===== src/rtl/pong_game_controller.sv =====
// pong_game_controller: match sequencer for Pong. Owns the game FSM, the
// frame-counted serve / post-point delays, both scores and win detection.
module pong_game_controller #(
    parameter int WIN_SCORE          = 7,   // 1..15
    parameter int SERVE_DELAY_FRAMES = 60,  // 1..255
    parameter int POINT_PAUSE_FRAMES = 90   // 1..255
) (
    input  logic       clk,
    input  logic       reset,        // async, active-low
    input  logic       start,
    input  logic       pause,
    input  logic       frame_tick,
    input  logic       miss_left,
    input  logic       miss_right,
    output logic       game_on,
    output logic       ball_reset,
    output logic       serve_dir,
    output logic [3:0] score_left,
    output logic [3:0] score_right,
    output logic [1:0] winner,
    output logic [2:0] state_out
);

    typedef enum logic [2:0] {
        S_IDLE      = 3'd0,
        S_SERVE     = 3'd1,
        S_PLAY      = 3'd2,
        S_PAUSED    = 3'd3,
        S_POINT     = 3'd4,
        S_GAME_OVER = 3'd5
    } state_t;

    localparam logic [3:0] WIN_S   = 4'(WIN_SCORE);
    localparam logic [7:0] SERVE_D = 8'(SERVE_DELAY_FRAMES);
    localparam logic [7:0] POINT_D = 8'(POINT_PAUSE_FRAMES);

    localparam logic [1:0] WIN_NONE  = 2'b00;
    localparam logic [1:0] WIN_LEFT  = 2'b01;
    localparam logic [1:0] WIN_RIGHT = 2'b10;

    state_t     state, state_n;
    logic [3:0] score_l_n, score_r_n;
    logic [1:0] winner_n;
    logic       serve_dir_n;
    logic [7:0] cnt, cnt_n;
    logic       start_q;
    logic       start_rise;
    logic       delay_done;
    logic [3:0] score_l_inc, score_r_inc;

    assign start_rise = start & ~start_q;

    // A zero count can only appear through corruption; treat it as expired
    // so the FSM can never get stuck in a delay state.
    assign delay_done = (cnt <= 8'd1);

    // Saturating increments keep scores from ever passing WIN_SCORE.
    assign score_l_inc = (score_left  >= WIN_S) ? score_left  : score_left  + 4'd1;
    assign score_r_inc = (score_right >= WIN_S) ? score_right : score_right + 4'd1;

    // State, scores, winner, serve direction, counter and start edge register.
    always_ff @(posedge clk or negedge reset) begin
        if (!reset) begin
            state       <= S_IDLE;
            score_left  <= 4'd0;
            score_right <= 4'd0;
            winner      <= WIN_NONE;
            serve_dir   <= 1'b1;
            cnt         <= 8'd0;
            start_q     <= 1'b0;
        end else begin
            state       <= state_n;
            score_left  <= score_l_n;
            score_right <= score_r_n;
            winner      <= winner_n;
            serve_dir   <= serve_dir_n;
            cnt         <= cnt_n;
            start_q     <= start;
        end
    end

    // Next-state and datapath updates; every field holds unless a case changes it.
    always_comb begin
        state_n     = state;
        score_l_n   = score_left;
        score_r_n   = score_right;
        winner_n    = winner;
        serve_dir_n = serve_dir;
        cnt_n       = cnt;

        case (state)
            S_IDLE, S_GAME_OVER: begin
                // serve_dir is left alone so the loser of the last point serves.
                if (start_rise) begin
                    score_l_n = 4'd0;
                    score_r_n = 4'd0;
                    winner_n  = WIN_NONE;
                    cnt_n     = SERVE_D;
                    state_n   = S_SERVE;
                end
            end

            S_SERVE: begin
                if (frame_tick) begin
                    if (delay_done) state_n = S_PLAY;
                    else            cnt_n   = cnt - 8'd1;
                end
            end

            S_POINT: begin
                if (frame_tick) begin
                    if (delay_done) begin
                        cnt_n   = SERVE_D;
                        state_n = S_SERVE;
                    end else begin
                        cnt_n = cnt - 8'd1;
                    end
                end
            end

            S_PLAY: begin
                if (miss_left && miss_right) begin
                    // Simultaneous misses void the point.
                    cnt_n   = POINT_D;
                    state_n = S_POINT;
                end else if (miss_left) begin
                    score_r_n   = score_r_inc;
                    serve_dir_n = 1'b0;
                    if (score_r_inc == WIN_S) begin
                        winner_n = WIN_RIGHT;
                        state_n  = S_GAME_OVER;
                    end else begin
                        cnt_n   = POINT_D;
                        state_n = S_POINT;
                    end
                end else if (miss_right) begin
                    score_l_n   = score_l_inc;
                    serve_dir_n = 1'b1;
                    if (score_l_inc == WIN_S) begin
                        winner_n = WIN_LEFT;
                        state_n  = S_GAME_OVER;
                    end else begin
                        cnt_n   = POINT_D;
                        state_n = S_POINT;
                    end
                end else if (pause) begin
                    state_n = S_PAUSED;
                end
            end

            S_PAUSED: begin
                if (!pause) state_n = S_PLAY;
            end

            default: state_n = S_IDLE;
        endcase
    end

    // Output decode straight from the state register.
    always_comb begin
        game_on    = (state == S_PLAY);
        ball_reset = (state == S_IDLE) || (state == S_SERVE) ||
                     (state == S_POINT) || (state == S_GAME_OVER);
        state_out  = state;
    end

endmodule


===== config.mk =====
export PLATFORM = sky130hd
export DESIGN_NAME = pong_game_controller
export DESIGN_NICKNAME = d
export VERILOG_FILES = /design/src/rtl/pong_game_controller.sv
export SDC_FILE = /design/constraint.sdc
export NUM_CORES = 1
export LEC_CHECK = 0
export CAP_MARGIN = 20
export CORE_MARGIN = 3
export CORE_UTILIZATION = 50
export DETAILED_ROUTE_END_ITERATION = 8
export PLACE_DENSITY = 0.79
export SYNTH_ARGS = -nofsm -noshare
export SYNTH_HDL_FRONTEND = slang
export SYNTH_SLANG_ARGS = --single-unit

===== constraint.sdc =====
create_clock -name clk -period 6.15 [get_ports clk]
set_clock_uncertainty 0.1 [all_clocks]
set_input_delay 1.5375 -clock clk [delete_from_list [all_inputs] [get_ports clk]]
set_output_delay 1.5375 -clock clk [all_outputs]
set_load 0.05 [all_outputs]

==> out/qor.txt <==
Status: finished clean
Leading register cell type out of synthesis: dfrtp_1
Largest cells by area after synthesis: dfrtp_1, ha_1, nor2_1
Non-Filler Instances: 249
Pwr Density: 442 nW/µm²
Clock transition at path regs: 0.13 ns
TritonCTS clock tree: yes
Hold Crit Depth: 2
Pre-CTS WS: 2.26 ns
Post-route antenna net violation count: 0
Syn nets: 197
Top cell type by total area after synthesis: dfrtp_1
Finished Cell Area: 1980 µm²
Final Worst Setup Slack: 2.19 ns
Hold buffers post-CTS: 0
Starting Density: 53.8%
Post-synth EDFFs: 0
Total wire length: 3850 µm
P_leak: 0.790 nW
Largest family of logic cells by synthesized area: compound AO/OA/AOI/OAI gates
Area occupied by registers: 577 µm²
Period utilization: 64.3%
Largest net degree at the start of global routing: 24
GRT Util Overall: 20.5%
GR Overflow Total: 0
Setup repair bufs after CTS: 0
Root buf cell: clkbuf_4
Die height: 64.0 µm
CP arrival: 2.32 ns
GPL Wtd Cong: 0.956
Multiplexer area fraction after synthesis: 1.78%
Register-to-Register Path Depth: 7
Post-DP HPWL: 2910 µm
Reg-to-Reg End: cnt[1]$_DFFE_PN0P_
RSZ-0062 raised after global routing: false
CTS Buf Count: 3
Top cell type's share of synthesized area: 32.7%
Mapped Area: 1680 µm²
Slew Viols, Final: 0
Adder-cell share of the synthesized area: 5.20%
H-tree depth: 1
Cts repair resizes: 0
Initial drt markers: 146
Synth Area in Compound Gates: 25.5%
Initial antenna violation count: 0
First drt pass iteration count: 4
Async SR Flop Fraction: 100%
Clock latency on the worst-skew pair: 0.32 ns
Final setup violation count: 0
Hold Path Origin: serve_dir$_DFFE_PN1P_
Max cap viols: 0
Chip width: 64.0 µm
R2R Path Start: state_out[2]$_DFFE_PN0P_
Worst Hold Class: reg -> reg
CTS sink cnt: 23
Area after DPL: 1930 µm²
Area Growth Syn to Fin: 17.3%
Top Ports: 23
Slew headroom: 56.1%
Critical path fanouts, max: 13
Routed len/inst: 15.5 µm
Dpl cells: 244
ANT cells: 0
Slew @ Worst Pin: 0.659 ns
Die Area: 4100 µm²
Peak supply drop: 0.267 mV
Cells after synthesis: 183
Crit path kind: reg -> out
Syn_area_per_cell: 9.20 µm²
Crit. End Element: output port
Vias per cell: 6.11
Final #Nets: 220
Clock period minus worst slack: 3.96 ns
Yosys warns: 0
# rows: 20
Xor/xnor share of the synthesized area: 3.71%
First-pass GRT wire length: 6790 µm
Share of cells above drive strength 1: 11.7%
Hold Vio Cnt, Final: 0
Unique masters post-synth: 60
R2r setup slk: 3.78 ns
IO buf count: 22
DRC errors left: 0
Vias in the first global route: 1484
Post-synthesis simple-gate area fraction: 24.3%
Data required time of the worst path: 4.51 ns
Multi-input logic area: 1020 µm²
Fill count: 269
Number of synthesized register bits: 23
Vias: 1522
CTS max path bufs: 2
Fin Hold WS: 0.391 ns
Fmax: 253 MHz
Seq/Total Area, Yosys: 34.2%
Hold Crit Endpoint: serve_dir$_DFFE_PN1P_
Startpoint types: flip-flop
Core ar.: 3130 µm²
Fin Setup TNS: 0 ns
## cell families after synthesis
family,after synthesis
AOI/OAI and AO/OA,57
xor gates and xnor gates,5
adders and majority gates,7
buffers and inverters,19
DFF,23
muxes,2
and+or+nand+nor,70
## power by group
part	switching, mW	leakage [nW]	internal (mW)
sequential	0.0722	0.292	0.193
clock	0.0473	0.0177	0.0244
combinational	0.324	0.481	0.212
total	0.444	0.790	0.429
## state kept, by name, indices dropped and copies added, names as in the netlist
| signal | flops |
|---|---|
| cnt | 8 |
| score_left | 4 |
| score_right | 4 |
| state_out | 3 |
| winner | 2 |
| serve_dir | 1 |
| start_q | 1 |
## critical path, cell delays in order, from the launching register on
cell and delay, ns:
dfrtp_1 0.65, nor2_4 0.25, nand2_2 0.14, clkinv_1 0.15, clkdlybuf4s50_1 0.81
## Yosys cell counts, types with 3 or more instances
| cell | n |
|---|---|
| a21oi_1 | 9 |
| a31oi_1 | 4 |
| nand2b_1 | 6 |
| o21ai_0 | 6 |
| o21ai_1 | 4 |
| a32o_1 | 3 |
| nor2b_1 | 4 |
| dfrtp_1 | 22 |
| nor2_1 | 14 |
| a21o_1 | 3 |
| or3_1 | 4 |
| ha_1 | 7 |
| inv_1 | 10 |
| nor3b_1 | 4 |
| nand2_1 | 11 |
| nor3_1 | 5 |
| nand3_1 | 6 |
| xnor2_1 | 3 |
## how the worst max path moves through the flow
| stage | slack [ns] | startpoint | end | depth (start not counted) |
|---|---|---|---|---|
| after CTS | 2.21 | state_out[2]$_DFFE_PN0P_ | game_on | 4 |
| after detailed placement | 2.26 | miss_left | cnt[1]$_DFFE_PN0P_ | 8 |
| after floorplan | 2.86 | miss_left | cnt[1]$_DFFE_PN0P_ | 8 |
| final | 2.19 | state_out[2]$_DFFE_PN0P_ | game_on | 4 |
| after global placement | 2.35 | miss_left | cnt[1]$_DFFE_PN0P_ | 8 |
| after global routing | 2.11 | state_out[2]$_DFFE_PN0P_ | game_on | 4 |
## cells in the final DEF (no fill, tap or decap), types with 2 or more instances in the layout
cell             count
or3_1                4
a221o_1              2
o32ai_1              2
xnor2_1              3
nand4_1              2
nand2_1             11
nor3_1               5
a32oi_1              2
nand2_2              2
nor3b_1              4
o2bb2ai_1            2
ha_1                 7
inv_1               10
o211a_1              2
mux2_4               2
a21oi_1              9
a211oi_1             2
a31oi_1              4
a21o_1               3
clkbuf_4             3
inv_2                2
o21ai_0              6
o21ai_1              4
nand3_1              6
o31ai_1              2
nor2_1              14
nor4b_2              2
clkdlybuf4s50_1     22
a22o_1               2
a32o_1               3
nor2b_1              4
nand2b_1             6
dfrtp_1             22
## per-layer routing
layer	vias to the layer above	share of wire (%)	track usage [%]
met4	0	1.4	7.55
met3	7	6.4	3.16
met2	58	46	32.1
met5	-	0	0
li1	726	-	-
met1	731	47	28.3
## metrics by stage
step | util, % | total power, mW
floorplan | - | 0.668
global placement | 61.8 | 0.785
detailed placement | 61.8 | 0.798
CTS | 62.7 | 0.871
global route | 63.2 | 0.938
finish | 63.2 | 0.873
## layout make-up
cell class | instances | share of cell area (%)
clock inverters | 1 | 0.253
flip-flops and latches | 23 | 29.2
inverters | 13 | 2.47
repair buffers | 24 | 12.3
multi-input cells | 141 | 51.9
well taps | 44 | 2.79
clock buffers | 3 | 1.14
(Power assumes the default switching activity.)
==> patch, RTL diff (same flow settings) <==
Reset style: synchronous (`reset`), changed in one clocked block. Comments in the files are not updated.
--- a/src/rtl/pong_game_controller.sv
+++ b/src/rtl/pong_game_controller.sv
@@ -59,7 +59,7 @@
     assign score_r_inc = (score_right >= WIN_S) ? score_right : score_right + 4'd1;
 
     // State, scores, winner, serve direction, counter and start edge register.
-    always_ff @(posedge clk or negedge reset) begin
+    always_ff @(posedge clk) begin
         if (!reset) begin
             state       <= S_IDLE;
             score_left  <= 4'd0;
Check against the original RTL: differs if reset is asserted again (counterexample within 4 cycles, from zero or initial values and one cycle with reset low); with reset held inactive, the same outputs for 10 cycles.
==> patch against the original RTL <==
- wire length increased by 5.6%
- power decreased by 21%
- synthesized area decreased by 5.3%
- maximum frequency decreased by 9.0%
- sequential power decreased by 15%
- sequential cell count unchanged
- clock power increased by 7.5%
- setup slack got worse by 390 ps
- cell area decreased by 6.6%
- largest cell class unchanged
==> patch: results <==
[power_and_ir_drop]
p_leak_nw = 0.682
ir_drop_v = 0.000179

[final_layout]
nFillCells = 265
drive_gt1_share_pct = 6.64
num-nets-final = 226
reg_top3 = cnt (8), score_left (4), score_right (4)

[yosys]
synth_sequential_area_ratio_pct = 28.9
ys_top_cells_by_count = dfxtp_1, nor2_1, a21oi_1, inv_1, nand3_1
async_flop_share_pct = 0
synth_mux_area_share_pct = 1.88
syn_nets = 207
synth_area_leaders = dfxtp_1, ha_1, a21oi_1
synth_adder_area_share_pct = 5.49
synth_compound_area_share_pct = 29.5
synthXorXnorAreaFrac_pct = 1.65
ys_types = 59

[worst_hold_path]
min_to = winner[1]
min_path_cells = 2
worstHoldStart = winner[1]

[setup_path]
r2r_slack_ps = 3840
cpPeakStageDelay_ps = 870
arrival_ps = 2710
reg2reg_depth = 7
r2r_end = cnt[6]
reg2reg_from = cnt[0]
crit_path_max_fanout = 16

[drt]
dr.pass1.iters = 4
via_per_inst = 6.25
wl_um = 4070
drt_iter0_markers = 161

[global_routing]
grt_pass1_wl_um = 7070
grt_max_degree = 19
grt_usage_pct = 21.6
grt_pass1_vias = 1517

[place]
place_congestion = 0.911
detailed_place_hpwl_um = 2980

[run_status]
outcome = finished clean

[sta]
tightest_slew_ps = 551

[clock_tree]
htree_levels = 1
clk_path_buf_depth = 2
cts_buffers = 3
patch: changes by cell type after synthesis, sizes merged, moves of 4 or more:
cell	before	now
or3	5	1
dfxtp	0	23
nand2	13	7
o21ai	10	5
dfrtp	22	0
nand2b	6	2
and2	0	5
a21oi	10	15
o21a	0	4
a311oi	1	5
patch: worst max-delay path: cells and delay by family (launching register included):
family	cells	cell delay, ps
buffers and inverters	2	1180
flip-flops	1	640
AND/OR/NAND/NOR	1	560
patch: final cells by class:
class | instances | share of cell area, %
clock buffer | 3 | 1.22
tap | 42 | 2.85
multi-input combinational | 151 | 56.4
inverter | 11 | 2.24
sequential | 23 | 24.9
clock inverter | 1 | 0.407
timing repair buffer | 22 | 11.9
patch: power by group:
part | internal (mW) | switching, mW | total, mW
sequential | 0.175 | 0.0509 | 0.226
clock | 0.0249 | 0.0521 | 0.0770
combinational | 0.159 | 0.227 | 0.386
patch: per-layer routing:
metal	GRT usage, %	vias up	wire [um]
met1	30.4	728	1810
met5	0	-	0
met4	5.51	0	30
met2	33.6	82	1850
li1	-	767	-
met3	4.50	4	384
patch: per-stage QoR:
stage               cell area [um2]  cells  setup slack [ps]  utilization [%]  hold WS, ps
finish                         1850    253              1800             63.6          377
detailed placement             1820    249              2220             62.6          354
floorplan                      1600    193              2820                -          430
global placement               1820    249              2250             62.6          356
CTS                            1850    253              1830             63.6          378
global route                   1850    253              1700             63.6          390
patch: worst max path at each step:
stage / start / endpoint / depth (start not counted)
after CTS: state_out[1] / game_on / 3
after global placement: state_out[1] / game_on / 3
after floorplan: state_out[1] / game_on / 4
after detailed placement: state_out[1] / game_on / 3
after global routing: state_out[1] / game_on / 3
final: state_out[1] / game_on / 3
